`config.mk`:
```
export PLATFORM = sky130hd
export DESIGN_NAME = seven_seg_scan_driver
export DESIGN_NICKNAME = d
export VERILOG_FILES = /design/src/rtl/seven_seg_pkg.sv /design/src/rtl/hex_to_7seg.sv /design/src/rtl/seven_seg_scan_driver.sv
export SDC_FILE = /design/constraint.sdc
export NUM_CORES = 1
export LEC_CHECK = 0
export CORE_AREA = 2 2 96 98
export DETAILED_ROUTE_END_ITERATION = 12
export DIE_AREA = 0 0 98 100
export PLACE_DENSITY = 0.83
export SLEW_MARGIN = 20
export SYNTH_ARGS = -nofsm -noshare
export SYNTH_HDL_FRONTEND = slang
export SYNTH_HIERARCHICAL = 1
export SYNTH_SLANG_ARGS = --single-unit
```
`constraint.sdc`:
```
create_clock -name i_Clk -period 6.67 [get_ports i_Clk]
set_input_delay 1.334 -clock i_Clk [delete_from_list [all_inputs] [get_ports i_Clk]]
set_output_delay 1.334 -clock i_Clk [all_outputs]
set_load 0.05 [all_outputs]
```
`src/rtl/seven_seg_pkg.sv`:
```
// Shared seven-segment constants and helpers for display blocks.
// Segment bit order is bit0=A .. bit6=G, active-high.
package seven_seg_pkg;

  localparam logic [6:0] SEG_0     = 7'h3F;
  localparam logic [6:0] SEG_1     = 7'h06;
  localparam logic [6:0] SEG_2     = 7'h5B;
  localparam logic [6:0] SEG_3     = 7'h4F;
  localparam logic [6:0] SEG_4     = 7'h66;
  localparam logic [6:0] SEG_5     = 7'h6D;
  localparam logic [6:0] SEG_6     = 7'h7D;
  localparam logic [6:0] SEG_7     = 7'h07;
  localparam logic [6:0] SEG_8     = 7'h7F;
  localparam logic [6:0] SEG_9     = 7'h6F;
  localparam logic [6:0] SEG_A     = 7'h77;
  localparam logic [6:0] SEG_B     = 7'h7C;
  localparam logic [6:0] SEG_C     = 7'h39;
  localparam logic [6:0] SEG_D     = 7'h5E;
  localparam logic [6:0] SEG_E     = 7'h79;
  localparam logic [6:0] SEG_F     = 7'h71;
  localparam logic [6:0] SEG_BLANK = 7'h00;

  // Counter width able to hold 0..n-1, never narrower than one bit.
  function automatic int idx_width(input int n);
    return (n <= 2) ? 1 : $clog2(n);
  endfunction

endpackage

```
`src/rtl/hex_to_7seg.sv`:
```
// Pure combinational hex nibble to seven-segment decoder.
module hex_to_7seg
  import seven_seg_pkg::*;
(
  input  logic [3:0] i_Nibble,
  output logic [6:0] o_Segments
);

  always_comb begin
    o_Segments = SEG_BLANK;
    case (i_Nibble)
      4'h0: o_Segments = SEG_0;
      4'h1: o_Segments = SEG_1;
      4'h2: o_Segments = SEG_2;
      4'h3: o_Segments = SEG_3;
      4'h4: o_Segments = SEG_4;
      4'h5: o_Segments = SEG_5;
      4'h6: o_Segments = SEG_6;
      4'h7: o_Segments = SEG_7;
      4'h8: o_Segments = SEG_8;
      4'h9: o_Segments = SEG_9;
      4'hA: o_Segments = SEG_A;
      4'hB: o_Segments = SEG_B;
      4'hC: o_Segments = SEG_C;
      4'hD: o_Segments = SEG_D;
      4'hE: o_Segments = SEG_E;
      default: o_Segments = SEG_F;
    endcase
  end

endmodule

```
`src/rtl/seven_seg_scan_driver.sv`:
```
// Multiplexed 7-segment scan driver with blanking, per-digit enable and frame-synchronous update.
// Optional LEADING_ZERO_BLANK_EN blanks enabled leading-zero digits, mask computed at commit.
module seven_seg_scan_driver
  import seven_seg_pkg::*;
#(
  parameter int NUM_DIGITS     = 8,
  parameter int REFRESH_DIV    = 100000,
  parameter int BLANK_CYCLES   = 2,
  parameter int SEL_ACTIVE_LOW = 0
) (
  input  logic                    i_Clk,
  input  logic                    i_Rst_n,
  input  logic [4*NUM_DIGITS-1:0] i_Value,
  input  logic                    i_Load,
  input  logic [NUM_DIGITS-1:0]   i_Digit_En,
  output logic [6:0]              o_Segments,
  output logic [NUM_DIGITS-1:0]   o_Digit_Sel,
  output logic                    o_Frame_Done,
  output logic                    o_Busy_Pending
);

  localparam int IDX_W = idx_width(NUM_DIGITS);
  localparam int PRE_W = idx_width(REFRESH_DIV);
  localparam logic [IDX_W-1:0]      LAST_IDX  = IDX_W'(NUM_DIGITS - 1);
  localparam logic [PRE_W-1:0]      LAST_PRE  = PRE_W'(REFRESH_DIV - 1);
  localparam logic [PRE_W-1:0]      BLANK_END = PRE_W'(BLANK_CYCLES);
  localparam logic [NUM_DIGITS-1:0] SEL_IDLE  = (SEL_ACTIVE_LOW != 0) ? {NUM_DIGITS{1'b1}} : '0;

  logic [PRE_W-1:0]        r_prescaler;
  logic [IDX_W-1:0]        r_index;
  logic [4*NUM_DIGITS-1:0] r_pend_value;
  logic [NUM_DIGITS-1:0]   r_pend_en;
  logic                    r_pend_flag;
  logic [4*NUM_DIGITS-1:0] r_disp_value;
  logic [NUM_DIGITS-1:0]   r_disp_en;
  logic [6:0]              r_segments;
  logic [NUM_DIGITS-1:0]   r_digit_sel;
  logic                    r_frame_done;

  logic                    w_slot_end;
  logic                    w_boundary;
  logic                    w_blank;
  logic                    w_commit;
  logic [4*NUM_DIGITS-1:0] w_next_value;
  logic [NUM_DIGITS-1:0]   w_next_en;
  logic [3:0]              w_nibble;
  logic [6:0]              w_decoded;
  logic [NUM_DIGITS-1:0]   w_onehot;
  logic                    w_show;

  assign w_slot_end = (r_prescaler == LAST_PRE);
  assign w_boundary = w_slot_end && (r_index == LAST_IDX);
  assign w_blank    = (r_prescaler < BLANK_END);

  // A load arriving exactly on the boundary bypasses the pending register.
  assign w_commit     = w_boundary && (i_Load || r_pend_flag);
  assign w_next_value = i_Load ? i_Value    : r_pend_value;
  assign w_next_en    = i_Load ? i_Digit_En : r_pend_en;

  assign w_nibble = r_disp_value[{r_index, 2'b00} +: 4];
  assign w_onehot = NUM_DIGITS'(1) << r_index;

  hex_to_7seg u_dec (
    .i_Nibble   (w_nibble),
    .o_Segments (w_decoded)
  );

`ifdef LEADING_ZERO_BLANK_EN
  logic [NUM_DIGITS-1:0] r_lzb_mask;
  logic [NUM_DIGITS-1:0] w_lzb_mask;

  // Digits stay lit from the highest non-zero enabled nibble down; digit 0 always lit.
  always_comb begin
    logic v_found;
    v_found    = 1'b0;
    w_lzb_mask = '0;
    for (int k = NUM_DIGITS - 1; k >= 0; k--) begin
      if (w_next_en[k] && (w_next_value[4*k +: 4] != 4'h0)) v_found = 1'b1;
      w_lzb_mask[k] = v_found || (k == 0);
    end
  end

  assign w_show = r_disp_en[r_index] && r_lzb_mask[r_index];
`else
  assign w_show = r_disp_en[r_index];
`endif

  always_ff @(posedge i_Clk or negedge i_Rst_n) begin
    if (!i_Rst_n) begin
      r_prescaler  <= '0;
      r_index      <= '0;
      r_pend_value <= '0;
      r_pend_en    <= '0;
      r_pend_flag  <= 1'b0;
      r_disp_value <= '0;
      r_disp_en    <= '0;
      r_segments   <= SEG_BLANK;
      r_digit_sel  <= SEL_IDLE;
      r_frame_done <= 1'b0;
`ifdef LEADING_ZERO_BLANK_EN
      r_lzb_mask   <= '0;
`endif
    end else begin
      if (w_slot_end) begin
        r_prescaler <= '0;
        r_index     <= (r_index == LAST_IDX) ? '0 : r_index + 1'b1;
      end else begin
        r_prescaler <= r_prescaler + 1'b1;
      end

      if (i_Load) begin
        r_pend_value <= i_Value;
        r_pend_en    <= i_Digit_En;
      end

      if (w_commit) begin
        r_disp_value <= w_next_value;
        r_disp_en    <= w_next_en;
`ifdef LEADING_ZERO_BLANK_EN
        r_lzb_mask   <= w_lzb_mask;
`endif
      end

      r_pend_flag  <= w_boundary ? 1'b0 : (r_pend_flag | i_Load);
      r_frame_done <= w_boundary;

      // Segments and selects always move together on the same edge.
      if (w_blank) begin
        r_segments  <= SEG_BLANK;
        r_digit_sel <= SEL_IDLE;
      end else begin
        r_segments  <= w_show ? w_decoded : SEG_BLANK;
        r_digit_sel <= w_onehot ^ SEL_IDLE;
      end
    end
  end

  assign o_Segments     = r_segments;
  assign o_Digit_Sel    = r_digit_sel;
  assign o_Frame_Done   = r_frame_done;
  assign o_Busy_Pending = r_pend_flag;

endmodule

```
==> flow_metrics.env, run 1 <==
export IMPL_rsz0062_at_grt="false"
export IMPL_cts_buffer_depth=2
export IMPL_slowest_stage="clkdlybuf4s50_1"
export IMPL_pin_count=60
export IMPL_critPathKind="flip-flop to output pin"
export IMPL_r2r_setup_slack_ps=3700
export IMPL_drive_gt1_share_pct=29.1
export IMPL_path_delay_family="buffers and inverters"
export IMPL_vias_per_cell=5.56
export IMPL_multiInputGateArea_sq_um=2070
export IMPL_final_cells=555
export IMPL_n_antenna_cell=0
export IMPL_pre_cts_slack_ps=3200
export IMPL_netlist_area_sq_um=5140
export IMPL_numPortBuffers=59
export IMPL_grt_pass1_vias=3431
export IMPL_start_util_pct=57.8
export IMPL_finClkSkew_ps=10.1
export IMPL_final_core_util_pct=71.3
export IMPL_ys_warn_count=6
export IMPL_place_hpwl_mm=6.12
export IMPL_drt_iter0_markers=129
export IMPL_synth_seq_area_share_pct=56.9
export IMPL_ys_types=39
export IMPL_core_sq_um=8890
export IMPL_status="completed"
export IMPL_via_count=3087
export IMPL_hold_path_class="flip-flop to flip-flop"
export IMPL_postCtsSetupRepairBufs=0
export IMPL_vdd_drop_max_mv=0.151
export IMPL_cts_tree="done"
export IMPL_synth_nets=424
export IMPL_cts_resized_gates=0
export IMPL_p_leak_nw=2.79
export IMPL_num_fill_cells=588
export IMPL_cp_data_arrival_time_ps=1680
export IMPL_fin_crit_sh_pct=45.1
export IMPL_power_total_mw=1.68
export IMPL_holdWs_ps=486
export IMPL_power_frac_comb_pct=6.9
export IMPL_dp_cells=523
export IMPL_hold_buffers=0
export IMPL_wl_per_cell_microns=17.1
export IMPL_grt_util_met1_pct=27.3
export IMPL_placed_area_sq_um=5780
export IMPL_numCtsBuffers=17
export IMPL_final_setup_viol_count=0
export IMPL_intPower_mw=1.31
export IMPL_dr_pass1_iters=4
export IMPL_clock_root_buffer="clkbuf_8"
export IMPL_startpoint_type="flip-flop"
export IMPL_grt_use_met3_pct=5.64
export IMPL_p_sw_uw=367
export IMPL_row_count=35
export IMPL_die_w_microns=98
export IMPL_use_met2_pct=36.2
export IMPL_fin_tns_setup_ps=0
export IMPL_drc=0
export IMPL_tightest_slew_ps=954
export IMPL_hold_viol=0
export IMPL_path_buf_inv=1
export IMPL_whs_path_depth=1
export IMPL_die_y_microns=100
export IMPL_htreeDepth=4
export IMPL_cp_depth=1
export IMPL_rr_worst_depth=8
export IMPL_die_area_sq_um=9800
export IMPL_endpoint="o_Busy_Pending"
export IMPL_final_cell_area_sq_um=6340
export IMPL_cap_violations=0
export IMPL_cts_clk_slew_worst_paths_ps=50
export IMPL_insertion_delay_ps=510
export IMPL_cp_cell_sequence="clkdlybuf4s50_1"
export IMPL_synthToLayoutAreaGrowth_pct=23.2
export IMPL_fin_ws_ps=3660
export IMPL_slew_violations=0
export IMPL_seq_area_sq_um=2930
export IMPL_fmax_ghz=0.332
export IMPL_cts_num_sinks=117
export IMPL_ys_flop_type="dfrtp_1"
export IMPL_synth_edf_count=0
export IMPL_relSlewSlack_pct=36.2
export IMPL_async_reset_ff_share_pct=100
export IMPL_grt_overflow=0
export IMPL_crit_path_max_fanout=2
export IMPL_place_congestion=0.828
export IMPL_antenna_found_initial=0
export IMPL_synth_seq_cells=117
export IMPL_crit_required_ps=5340
export IMPL_timing_rr_end="o_Segments[3]"
export IMPL_syn_inst=367
export IMPL_grt_max_degree=82
export IMPL_end_kind="output pin"
export IMPL_avgSynthCellArea_sq_um=14.0
export IMPL_ant_nets=0
export IMPL_swShare_pct=21.8
export IMPL_critical_path_max_stage_delay_ps=810
export IMPL_power_density_nw_per_um2=265
export IMPL_r2r_start="r_index[0]"
export IMPL_wl_mm=9.49
export IMPL_power_frac_clock_pct=48.0
export IMPL_grt_pass1_wl_mm=16.4
export IMPL_min_period_ps=3010
export IMPL_fin_nets=489
export IMPL_grt_usage_pct=21.7
export IMPL_p_seq_share_pct=45.0
export IMPL_grt_busiest_layer="met2"
export IMPL_cp_startpoint="o_Busy_Pending"
[synthesized netlist by cell type (2+ instances only)]
cell,n,area (sq um)
nand3b_1,2,15.0
mux2_2,82,923
ha_1,14,175
xnor2_1,4,35.0
dfrtp_1,117,2930
clkbuf_1,3,11.3
nor2_1,14,52.6
xor2_1,10,87.6
inv_1,10,37.5
nand2_1,21,78.8
and2_1,8,50.1
nand4_1,5,31.3
nor3b_1,6,45.0
mux2_1,2,22.5
nor3_1,8,40.0
buf_2,4,20.0
nor4_1,6,37.5
or3_1,3,18.8
mux4_2,10,225
mux2i_1,4,40.0
nor2b_1,3,18.8
a21oi_1,3,15.0
buf_6,5,56.3
buf_1,4,15.0
nand3_1,5,25.0
[per-layer routing]
| metal | up-vias | wire length (microns) |
|---|---|---|
| met4 | 0 | 157 |
| met1 | 1560 | 4100 |
| met3 | 16 | 382 |
| li1 | 1428 | - |
| met2 | 83 | 4840 |
| met5 | - | 0 |
[cell type report]
type | instances | share of cell area [%]
clock inverter | 10 | 1.30
sequential | 117 | 46.2
multi-input combinational | 223 | 32.7
clock buffer | 21 | 7.09
inverter | 11 | 0.652
timing repair buffer | 62 | 9.87
tap | 111 | 2.19
[flip-flops by register name, summed over array words and instances (netlist names)]
name	cells
o_Busy_Pending	1
r_index	3
o_Frame_Done	1
o_Digit_Sel	8
r_disp_value	32
r_pend_value	32
r_prescaler	17
r_disp_en	8
o_Segments	7
r_pend_en	8
[placed cells by master (no fill, tap or decap), drive strengths merged, types with 4 or more instances in the layout]
| cell | netlist | final |
|---|---|---|
| nor4 | 7 | 7 |
| nand4 | 5 | 5 |
| nand3 | 5 | 5 |
| dfrtp | 117 | 117 |
| inv | 10 | 10 |
| clkdlybuf4s50 | 0 | 57 |
| mux2 | 84 | 84 |
| clkbuf | 3 | 21 |
| xnor2 | 4 | 4 |
| nand2 | 21 | 21 |
| ha | 14 | 14 |
| mux4 | 11 | 11 |
| clkinv | 1 | 7 |
| nor3 | 8 | 8 |
| nor3b | 6 | 6 |
| mux2i | 4 | 4 |
| nor2 | 14 | 14 |
| and2 | 8 | 8 |
| buf | 13 | 5 |
| xor2 | 10 | 10 |
[logic make-up after synthesis]
kind of cell / Yosys count / synth area share [%]
multiplexers: 99 / 24.1
AND/OR/NAND/NOR: 87 / 9.10
AO/OA/AOI/OAI: 9 / 1.31
XOR/XNOR: 14 / 2.38
buffers and inverters: 27 / 2.80
flip-flops: 117 / 56.9
adder cells (fa/ha/maj): 14 / 3.41
[how the worst min path moves through the flow]
stage	from	endpoint	slack [ps]
4_1_cts	r_prescaler[0]	r_prescaler[0]	490
6_report	r_prescaler[0]	r_prescaler[0]	490
5_1_grt	r_pend_value[11]	r_pend_value[11]	510
2_1_floorplan	r_disp_en[4]	r_disp_en[4]	450
3_5_place_dp	r_pend_en[7]	r_pend_en[7]	480
3_3_place_gp	r_disp_en[4]	r_disp_en[4]	470
[power groups by stage]
stage	clock (mW)	combinational [mW]	sequential, mW
5_1_grt	0.857	0.129	0.760
2_1_floorplan	0	0.0563	0.770
3_3_place_gp	0	0.112	0.767
3_5_place_dp	0	0.115	0.769
6_report	0.808	0.117	0.757
4_1_cts	0.822	0.117	0.757
Note: power is estimated with default switching activity, not from simulation.
==> run 2, diff against run 1 <==
Settings changed: CORE_AREA 2 2 96 98 to 2 2 105 107, DIE_AREA 0 0 98 100 to 0 0 107 109, PLACE_DENSITY 0.83 to 0.74.
Clock period 6.67 ns to 2.45 ns, I/O delays scaled along.
==> run 2 against run 1 <==
  * Clock skew decreased by 1.0 ps
  * Routed wire length increased by 2.1%
  * Non-clock buffer count increased by 14
  * Sequential cell count unchanged
  * Worst hold slack got worse by 120 ps
  * Via count unchanged
  * Power increased to 2.9 times the previous value
  * Setup slack got worse by 3500 ps
  * Register-to-register slack got worse by 3500 ps
  * Design area increased by 3.6%
  * Critical path depth increased by 7
  * Cell count increased by 7.7%
==> flow_metrics.env, run 2 (same netlist as run 1, synthesis figures left out) <==
export IMPL_status="completed"
export IMPL_drt_iter0_markers=106
export IMPL_die_w_microns=107
export IMPL_grt_overflow=0
export IMPL_hold_end="r_pend_value[30]"
export IMPL_start_util_pct=48.5
export IMPL_p_leak_nw=2.89
export IMPL_cts_num_sinks=117
export IMPL_num_fill_cells=806
export IMPL_cts_buffer_depth=2
export IMPL_n_antenna_cell=0
export IMPL_startpoint_type="flip-flop"
export IMPL_timing_rr_end="o_Segments[3]"
export IMPL_end_kind="flip-flop"
export IMPL_critPathKind="flip-flop to flip-flop"
export IMPL_grt_usage_pct=18.8
export IMPL_dp_cells=565
export IMPL_row_count=38
export IMPL_grt_max_degree=51
export IMPL_ant_nets=0
export IMPL_hold_start="i_Load"
export IMPL_synthToLayoutAreaGrowth_pct=27.6
export IMPL_seq_area_sq_um=2930
export IMPL_min_period_ps=2300
export IMPL_r2r_start="r_index[0]"
export IMPL_cts_clk_slew_worst_paths_ps=60
export IMPL_clock_root_buffer="clkbuf_8"
export IMPL_die_y_microns=109
export IMPL_core_sq_um=10600
export IMPL_htreeDepth=4
export IMPL_insertion_delay_ps=520
export IMPL_numPortBuffers=59
export IMPL_cp_data_arrival_time_ps=2710
export IMPL_relSlewSlack_pct=66.3
export IMPL_layout_common_cells="dfrtp_1 (115), mux2_2 (82), clkdlybuf4s50_1 (57)"
export IMPL_final_setup_viol_count=0
export IMPL_cts_tree="done"
export IMPL_tightest_slew_ps=504
export IMPL_fin_crit_sh_pct=93.8
export IMPL_place_hpwl_mm=6.56
export IMPL_reg_top3="r_disp_value x32, r_pend_value x32, r_prescaler x17"
export IMPL_grt_pass1_wl_mm=16.6
export IMPL_holdWs_ps=362
export IMPL_layout_commonest_cell="dfrtp_1"
export IMPL_rr_worst_depth=8
export IMPL_final_cells=598
export IMPL_grt_pass1_vias=3376
export IMPL_multiInputGateArea_sq_um=2080
export IMPL_place_congestion=0.780
export IMPL_wl_mm=9.68
export IMPL_vias_per_cell=5.16
export IMPL_numCtsBuffers=17
export IMPL_slew_violations=0
export IMPL_cap_violations=0
export IMPL_antenna_found_initial=0
export IMPL_crit_required_ps=2860
export IMPL_drive_gt1_share_pct=32.5
export IMPL_via_count=3087
export IMPL_pin_count=60
export IMPL_power_density_nw_per_um2=739
export IMPL_crit_path_max_fanout=8
export IMPL_r2r_setup_slack_ps=150
export IMPL_die_area_sq_um=11700
export IMPL_whs_path_depth=2
export IMPL_power_total_mw=4.85
export IMPL_fin_nets=503
export IMPL_vdd_drop_max_mv=0.449
export IMPL_drc=0
export IMPL_fmax_ghz=0.435
export IMPL_dr_pass1_iters=5
export IMPL_hold_viol=0
export IMPL_hold_path_class="primary input to flip-flop"
export IMPL_finClkSkew_ps=9.04
export IMPL_wl_per_cell_microns=16.2
-- run 2: changes by cell type in the layout (fill, tap and decap cells not counted), moves of 2 or more --
cell	change
nand2_1	-2
dfrtp_1	-2
dfrtp_2	+2
clkinv_2	-2
bufinv_16	+2
buf_12	+2
nand2_2	+2
clkbuf_8	+2
buf_4	+12
-- run 2: cell type report --
| class | instances | share of cell area, % |
|---|---|---|
| Clock buffer | 22 | 7.21 |
| Clock inverter | 9 | 1.91 |
| Inverter | 11 | 0.629 |
| Multi-Input combinational cell | 223 | 31.7 |
| Sequential cell | 117 | 44.7 |
| Tap cell | 140 | 2.67 |
| Timing Repair Buffer | 76 | 11.3 |
-- run 2: stage by stage --
stage	instance area (sq um)	worst slack (ps)	utilization (%)	TNS (ps)
6_report	6560	151	61.9	0
5_1_grt	6560	-3.45	61.9	-3.45
4_1_cts	6550	64.5	61.7	0
3_5_place_dp	5940	-27.0	56.0	-27.0
3_3_place_gp	5940	33.9	56.0	0
2_1_floorplan	5140	34.9	-	0
-- run 2: timing repair --
action | in CTS | in global routing
gates resized for setup | 1 | 5
endpoints found under the setup margin | 1 | 2
hold buffers | 1 | 0
endpoints found under the hold margin | 34 | 0
buffers inserted | 0 | 1
-- run 2: how the worst max path moves through the flow --
stage | start | to | slack [ps] | cells after the start
6_report | r_index[0] | o_Segments[3] | 150 | 8
5_1_grt | r_index[0] | o_Segments[3] | -3 | 8
4_1_cts | r_index[0] | o_Segments[3] | 60 | 7
3_5_place_dp | r_index[0] | o_Segments[3] | -30 | 7
3_3_place_gp | r_index[0] | o_Segments[3] | 30 | 7
2_1_floorplan | r_index[0] | o_Segments[3] | 30 | 9
-- run 2: power breakdown --
group | internal (mW) | switching, mW
Sequential | 2.03 | 0.0322
Combinational | 0.178 | 0.144
Clock | 1.64 | 0.824
Total | 3.85 | 1.00
-- run 2: worst max-delay path: stages, from the launching register on --
cell	delay [ps]
dfrtp_2	480
mux4_2	540
nand2_1	80
nand2_1	70
inv_1	120
ha_2	250
inv_1	50
mux4_1	460
and2_1	140
-- run 2: layer usage --
metal | share of wire [%] | GRT usage (%)
met5 | 0 | 0
met4 | 1.3 | 7.24
met3 | 3.8 | 4.90
met2 | 50 | 31.3
met1 | 44 | 23.9
